## config.mk

```make
export PLATFORM = sky130hd
export DESIGN_NAME = core_ctrl_fsm
export DESIGN_NICKNAME = d
export VERILOG_FILES = /design/src/rtl/core_ctrl_fsm.sv
export SDC_FILE = /design/constraint.sdc
export NUM_CORES = 1
export LEC_CHECK = 0
export ABC_AREA = 1
export CAP_MARGIN = 40
export CORE_ASPECT_RATIO = 0.9
export CORE_UTILIZATION = 45
export CTS_CLUSTER_SIZE = 8
export DETAILED_ROUTE_END_ITERATION = 10
export HOLD_SLACK_MARGIN = 0.03
export PLACE_DENSITY = 0.7
export SYNTH_ARGS = -nofsm -noshare
export SYNTH_HDL_FRONTEND = slang
export SYNTH_SLANG_ARGS = --single-unit
```

## constraint.sdc

```tcl
create_clock -name clk -period 2.7 [get_ports clk]
set_clock_uncertainty 0.05 [all_clocks]
set_input_delay 0.54 -clock clk [delete_from_list [all_inputs] [get_ports clk]]
set_output_delay 0.54 -clock clk [all_outputs]
set_load 0.02 [all_outputs]
```

## src/rtl/core_ctrl_fsm.sv

```systemverilog
// core_ctrl_fsm
//   Multi-cycle sequencer for the single-issue RV32 core. Walks each
//   instruction through FETCH/DECODE/EXEC/MEM/WB, owns the PC, the retired
//   instruction counter, the memory-wait timeout and the halting trap state.
//
//   state | meaning
//   ------+---------------------------------------------------------------
//   0     | FETCH  : imem_req high, wait for imem_ack (timeout -> TRAP 1)
//   1     | DECODE : check decoder verdict, latch instruction class
//   2     | EXEC   : alu_en high, resolve branch/jump target or mem address
//   3     | MEM    : dmem_req high, wait for dmem_ack (timeout -> TRAP 2)
//   4     | WB     : register write strobe, PC update, retire
//   7     | TRAP   : halted, all strobes low, left only through reset
//
// Ports
//   clk, rst_n            clock, synchronous active-low reset
//   imem_ack, dmem_ack    memory handshakes
//   dec_valid, dec_*      decoder verdict and one-hot instruction class
//   br_taken, alu_result  branch condition and ALU output (EXEC only)
//   pc                    current instruction address
//   imem_req, ir_we       fetch request, instruction register load
//   alu_en                ALU operands/result valid
//   dmem_req, dmem_we     data request, store(1)/load(0)
//   rf_we, rf_wsel        write strobe, source 00 ALU / 01 mem / 10 PC+4
//   state                 FSM state code
//   instret               retired instruction count
//   trap, trap_cause      halted flag, 0 illegal/1 imem/2 dmem/3 misaligned

module core_ctrl_fsm #(
    parameter int              XLEN     = 32,
    parameter logic [XLEN-1:0] RESET_PC = '0,
    parameter int              TIMEOUT  = 16,
    parameter int              CNT_W    = 32
) (
    input  logic             clk,
    input  logic             rst_n,
    input  logic             imem_ack,
    input  logic             dmem_ack,
    input  logic             dec_valid,
    input  logic             dec_alu,
    input  logic             dec_load,
    input  logic             dec_store,
    input  logic             dec_branch,
    input  logic             dec_jump,
    input  logic             br_taken,
    input  logic [XLEN-1:0]  alu_result,
    output logic [XLEN-1:0]  pc,
    output logic             imem_req,
    output logic             ir_we,
    output logic             alu_en,
    output logic             dmem_req,
    output logic             dmem_we,
    output logic             rf_we,
    output logic [1:0]       rf_wsel,
    output logic [2:0]       state,
    output logic [CNT_W-1:0] instret,
    output logic             trap,
    output logic [1:0]       trap_cause
);

    localparam logic [2:0] S_FETCH  = 3'd0;
    localparam logic [2:0] S_DECODE = 3'd1;
    localparam logic [2:0] S_EXEC   = 3'd2;
    localparam logic [2:0] S_MEM    = 3'd3;
    localparam logic [2:0] S_WB     = 3'd4;
    localparam logic [2:0] S_TRAP   = 3'd7;

    localparam logic [1:0] C_ILLEGAL = 2'd0;
    localparam logic [1:0] C_IMEM_TO = 2'd1;
    localparam logic [1:0] C_DMEM_TO = 2'd2;
    localparam logic [1:0] C_MISALGN = 2'd3;

    // class vector bit positions
    localparam int K_ALU = 0;
    localparam int K_LD  = 1;
    localparam int K_ST  = 2;
    localparam int K_BR  = 3;
    localparam int K_JMP = 4;

    localparam int              WCNT_W    = $clog2(TIMEOUT + 1);
    // counter value on the last permitted un-acked cycle
    localparam logic [WCNT_W-1:0] WAIT_LAST = WCNT_W'(TIMEOUT - 1);

    logic [2:0]        state_q;
    logic [XLEN-1:0]   pc_q;
    logic [XLEN-1:0]   target_q;
    logic              taken_q;
    logic [CNT_W-1:0]  instret_q;
    logic              trap_q;
    logic [1:0]        cause_q;
    logic [WCNT_W-1:0] wait_cnt;
    logic [4:0]        cls_q;
    logic [4:0]        dec_cls;
    logic              redirect;

    assign dec_cls  = {dec_jump, dec_branch, dec_store, dec_load, dec_alu};
    assign redirect = (cls_q[K_BR] && br_taken) || cls_q[K_JMP];

    always_ff @(posedge clk) begin
        if (!rst_n) begin
            state_q   <= S_FETCH;
            pc_q      <= RESET_PC;
            target_q  <= '0;
            taken_q   <= 1'b0;
            instret_q <= '0;
            trap_q    <= 1'b0;
            cause_q   <= C_ILLEGAL;
            wait_cnt  <= '0;
            cls_q     <= '0;
        end else begin
            case (state_q)
                S_FETCH: begin
                    // an ack on the expiry cycle still counts as a normal fetch
                    if (imem_ack) begin
                        state_q  <= S_DECODE;
                        wait_cnt <= '0;
                    end else if (wait_cnt == WAIT_LAST) begin
                        state_q  <= S_TRAP;
                        trap_q   <= 1'b1;
                        cause_q  <= C_IMEM_TO;
                        wait_cnt <= '0;
                    end else begin
                        wait_cnt <= wait_cnt + WCNT_W'(1);
                    end
                end
                S_DECODE: begin
                    if (!dec_valid || !$onehot(dec_cls)) begin
                        state_q <= S_TRAP;
                        trap_q  <= 1'b1;
                        cause_q <= C_ILLEGAL;
                    end else begin
                        cls_q   <= dec_cls;
                        state_q <= S_EXEC;
                    end
                end
                S_EXEC: begin
                    if (redirect) begin
                        if (alu_result[1:0] != 2'b00) begin
                            state_q <= S_TRAP;
                            trap_q  <= 1'b1;
                            cause_q <= C_MISALGN;
                        end else begin
                            target_q <= alu_result;
                            taken_q  <= 1'b1;
                            state_q  <= S_WB;
                        end
                    end else if (cls_q[K_LD] || cls_q[K_ST]) begin
                        // data address held for the whole MEM handshake
                        target_q <= alu_result;
                        state_q  <= S_MEM;
                    end else begin
                        state_q <= S_WB;
                    end
                end
                S_MEM: begin
                    if (dmem_ack) begin
                        state_q  <= S_WB;
                        wait_cnt <= '0;
                    end else if (wait_cnt == WAIT_LAST) begin
                        state_q  <= S_TRAP;
                        trap_q   <= 1'b1;
                        cause_q  <= C_DMEM_TO;
                        wait_cnt <= '0;
                    end else begin
                        wait_cnt <= wait_cnt + WCNT_W'(1);
                    end
                end
                S_WB: begin
                    pc_q      <= taken_q ? target_q : pc_q + XLEN'(4);
                    taken_q   <= 1'b0;
                    instret_q <= instret_q + CNT_W'(1);
                    state_q   <= S_FETCH;
                end
                S_TRAP: begin
                    state_q <= S_TRAP;
                end
                default: begin
                    // unused encodings halt rather than run from an unknown context
                    state_q <= S_TRAP;
                    trap_q  <= 1'b1;
                    cause_q <= C_ILLEGAL;
                end
            endcase
        end
    end

    assign imem_req   = (state_q == S_FETCH);
    assign ir_we      = (state_q == S_FETCH) && imem_ack;
    assign alu_en     = (state_q == S_EXEC);
    assign dmem_req   = (state_q == S_MEM);
    assign dmem_we    = (state_q == S_MEM) && cls_q[K_ST];
    assign rf_we      = (state_q == S_WB) && (cls_q[K_ALU] || cls_q[K_LD] || cls_q[K_JMP]);
    assign rf_wsel    = (state_q != S_WB) ? 2'b00 :
                        cls_q[K_LD]       ? 2'b01 :
                        cls_q[K_JMP]      ? 2'b10 : 2'b00;
    assign pc         = pc_q;
    assign state      = state_q;
    assign instret    = instret_q;
    assign trap       = trap_q;
    assign trap_cause = cause_q;

endmodule
```

# == Yosys cells after proc, flatten, opt, wreduce, memory -nomap -nowiden ==
# Index checks and enable logic that the tools add are counted.
# word_totals
in_bits,43
word_cells,94
ff_bits,113
out_inout_bits,78
# classes
n_addsub,7
eq_ne,17
muxes,37
reduce_logical,22
bitwise,2
# op_table
op,n
$mux W32,4
$add A32 B1 Y32 const B,1
$add A32 B3 Y32 const B,1
$mux W2,11
$mux W3,6
$mux W5,3
$pmux W3 S5,1
$ne A2 B2 Y1 const B,5
$pmux W2 S5,1
$pmux W5 S2,1
$mux W1,8
$ne A2 B1 Y1 const B,4
$reduce_and A8 Y1,1
$reduce_bool A2 Y1,4
$eq A3 B1 Y1 const B,2
$eq A3 B2 Y1 const B,2
$eq A3 B3 Y1 const B,2
$reduce_and A3 Y1,2
$reduce_and A6 Y1,1
$add A5 B1 Y5 const B,1
$eq A5 B4 Y1 const B,1
$logic_or A1 B1 Y1,5
$pmux W1 S5,1
$add A1 B1 Y2,2
other kinds (10),15

# == Longest topological paths before layout ==
# depth
ltp_word,8
ltp_mapped,12
mapped_depth_nobuf,12

# == Worst setup path after synthesis ==
# No wires, ideal clock.
# synth_timing
path_kind,input to register
start,input port dec_alu
end,register trap_q (netlist: trap)
path_slack_ps,182
t_required_ps,2522
setup_time_ps,128
path_stages,11
t_arrival_ps,2341
path_cell_list,inv_1 -> fa_1 -> fa_1 -> inv_1 -> ha_1 -> nor2_1 -> nand4_1 -> nand2_1 -> nor2_1 -> nor2_1 -> nor2_1
# synth_between
elab_chain_len,8
# synth_lines
element,line,rtl
start: declaration,40,"input logic dec_alu,"
$add A1 B1 Y2 (implied by the code),127,if (!dec_valid || !$onehot(dec_cls)) begin
$add A2 B2 Y3 (implied by the code),127,
$add A3 B1 Y3 (implied by the code),127,
$eq A3 B1 Y1,127,
$logic_not A1 Y1,127,
$logic_or A1 B1 Y1,127,
$ne A2 B2 Y1 (no source line),-,
$reduce_and A6 Y1 (no source line),-,
end signal: assignment,119,trap_q <= 1'b1;
end signal: assignment,129,trap_q <= 1'b1;
end signal: assignment,140,trap_q <= 1'b1;
end: declaration,89,logic trap_q;
# Every way passes these cells.
# A chain may end at the register's enable or synchronous reset.

# == Worst setup path in the final report ==
# layout_timing
start,input port dec_alu
end,register cls_q[0]
# layout_between
elab_chain_len,8
# layout_lines
element,line,rtl
$add A1 B1 Y2 (implied by the code),127,
$add A2 B2 Y3 (implied by the code),127,
$add A3 B1 Y3 (implied by the code),127,
$eq A3 B1 Y1,127,
$logic_not A1 Y1,127,
$logic_or A1 B1 Y1,127,
$not A1 Y1 (no source line),-,
$reduce_and A2 Y1 (no source line),-,
end signal: assignment,132,cls_q <= dec_cls;
end: declaration,92,logic [4:0] cls_q;
# Several ways; a longest one is shown, not always the timed one.

==> metrics.txt <==
DRT Pass-1 Iters=5; Final HPWL DP=between 10,000 and 15,000 µm; CTS tree=done; Top FF cell, synth=dfxtp_1; Slew Viols, Final=0; share of the synthesized area in the top cell type=37.4%; clock buffer count from CTS=17; layout cells sized above 1=about 6.5%; H-Tree Depth=4; post-CTS sizing=0; worst reg2reg path depth=8; root buf cell=clkbuf_16; Initial Utilization=between 40% and 50%; Die ar.=13,900 µm²; Mapped Cells=between 900 and 1k; Worst-Margin Slew=roughly 0.58 ns; Row Count=39; DP Area=around 7400 µm²; Syn-to-layout area delta=32.6%; Fill cells=about 1.2k; Congestion Overflow GR=0; first-pass GRT wire length=between 20,000 and 30,000 µm; DRT antenna net count=0; hold depth=3; Hold WC Path Type=in2reg; # Max-Cap Violations=0; vias in the first global route=around 5.6k; fin area=8020 µm²; top cell type by total area after synthesis=dfxtp_1; Worst Path Required=3.00 ns; Die Wd=124 µm; status=complete, no violations; CP endpoint kind=flop; CP Launch Type=input port; CP Max Fanout=7; # DRC=0; die height=~110 µm; critical path class=in2reg; GRT Util Overall=between 20% and 30%; top-count cell post-synth=nand2_1; number of buffers added on ports=120; ys async rst share=0%; Routed wire per std cell=about 13 µm; DR vias/cell=5.02; most frequent cells after synthesis=nand2_1 (283), nor2_1 (127), dfxtp_1 (113); pre-CTS WS=-0.423 ns; vias=roughly 6.3k; Distinct cells, synth=31; # nets final=about 1.1k; synth top area cells=dfxtp_1 (37%), nand2_1 (18%), a21oi_1 (8.1%); post-synthesis sequential area ratio=37.4%; Post-Syn Area=roughly 6000 µm²; Final Hold Viols=0; Max clock buf depth=2; Starting DRT DRC Count=529; relative slew slack=61.2%; Max Fclk=389 MHz; pin count of the biggest net entering global routing=between 50 and 60; Syn Nets=~1k; ANT cells=0; CORE AREA=between 10,000 and 15,000 µm²; initial antenna violation count=0; I/O Pins=~120; Pleak=3.01 nW; setup ws final=0.126 ns; post-layout min period=about 2.6 ns; FF+latch count, synth=around 110; Pwr Density=around 640 nW/µm²; FF+latch area=~2300 µm²; final period utilization=between 90 and 100%; multi-input logic area=approximately 3200 µm²; clk slew on worst S/H paths=0.05 ns; Post-synth EDFFs=0; clk_lat worst skew=0.42 ns; Sink Count=roughly 110; final setup fails=0; Ys Warns=0; VDD IR-drop max=between 0.4 and 0.5 mV; hold-fix buffers at CTS=0; routability cong.=about 0.87; Mapped Avg Cell Area=approximately 6.3 µm²; post-CTS setup buffer count=0; Routed WL=between 15,000 and 20,000 µm; Critical Path AT=roughly 2.9 ns
[cell usage in the layout (no fill, tap or decap), types with 8 or more instances in the layout]
cell / n
nand4_1: 8
o21ai_0: 17
a21oi_1: 98
nand2_1: 283
xor2_1: 14
inv_1: 95
inv_2: 12
dfxtp_1: 111
nor2_1: 126
nand3b_1: 10
clkdlybuf4s50_1: 116
o21ai_1: 51
nand3_1: 53
clkbuf_16: 17
[logic make-up after synthesis]
group,share of synthesized area [%]
and+or+nand+nor,34.2
adders and majority gates,1.49
buffers and inverters,9.02
muxes,0.166
xor gates and xnor gates,2.75
DFF,37.4
AOI/OAI and AO/OA,15.0
[power by group]
group          internal [mW]  switching (mW)  leakage, nW
Sequential              1.76          0.0901        0.913
Combinational          0.397           0.637         1.82
Clock                   1.46           0.789        0.283
Total                   3.62            1.52         3.01
[stage by stage]
step	total power [mW]	hold WS, ns	TNS (ns)	cells	util, %
after CTS	5.15	0.402	0	1251	62.1
after detailed placement	2.90	0.395	-3.39	1219	57.5
after global placement	2.90	0.394	-2.77	1219	57.5
after global routing	5.37	0.422	-0.000195	1251	62.3
after floorplan	2.51	0.380	0	953	-
final	5.14	0.395	0	1251	62.3
[per-layer routing]
metal / track usage [%] / wire length, µm / vias up
met5: 0 / 0 / -
met4: 6.10 / 128 / 0
met3: 5.81 / 751 / 15
met2: 35.5 / 6860 / 145
met1: 35.2 / 8620 / 2820
li1: - / - / 3297
[path summary, 6_finish.rpt]
kind	start	to	slack, ns
worst max-delay path	dec_alu	cls_q[0]	0.13
worst min-delay path	dec_load	cls_q[1]	0.40
worst max register to register	instret[1]	instret[20]	0.79
worst min register to register	target_q[19]	target_q[19]	0.40
[sequential cells by signal, indices dropped and copies added (netlist names)]
name / flops
trap: 1
wait_cnt: 5
instret: 32
trap_cause: 2
taken_q: 1
cls_q: 5
state: 3
target_q: 32
pc: 32
[worst max-delay path, stage by stage]
cell	delay [ns]
clkdlybuf4s50_1	0.47
inv_2	0.05
fa_1	0.48
fa_2	0.36
inv_1	0.06
ha_1	0.23
nor2_2	0.11
nand4_1	0.16
buf_6	0.19
inv_4	0.05
o21ai_0	0.06
a21oi_1	0.13
[cell type report]
type	count	share of cell area, %
Clock inverter	11	1.72
Multi-Input combinational cell	704	40.5
Timing Repair Buffer	130	16.3
Clock buffer	21	5.61
Inverter	108	5.08
Tap cell	164	2.56
Sequential cell	113	28.2
Note: power is estimated with default switching activity, not from simulation.
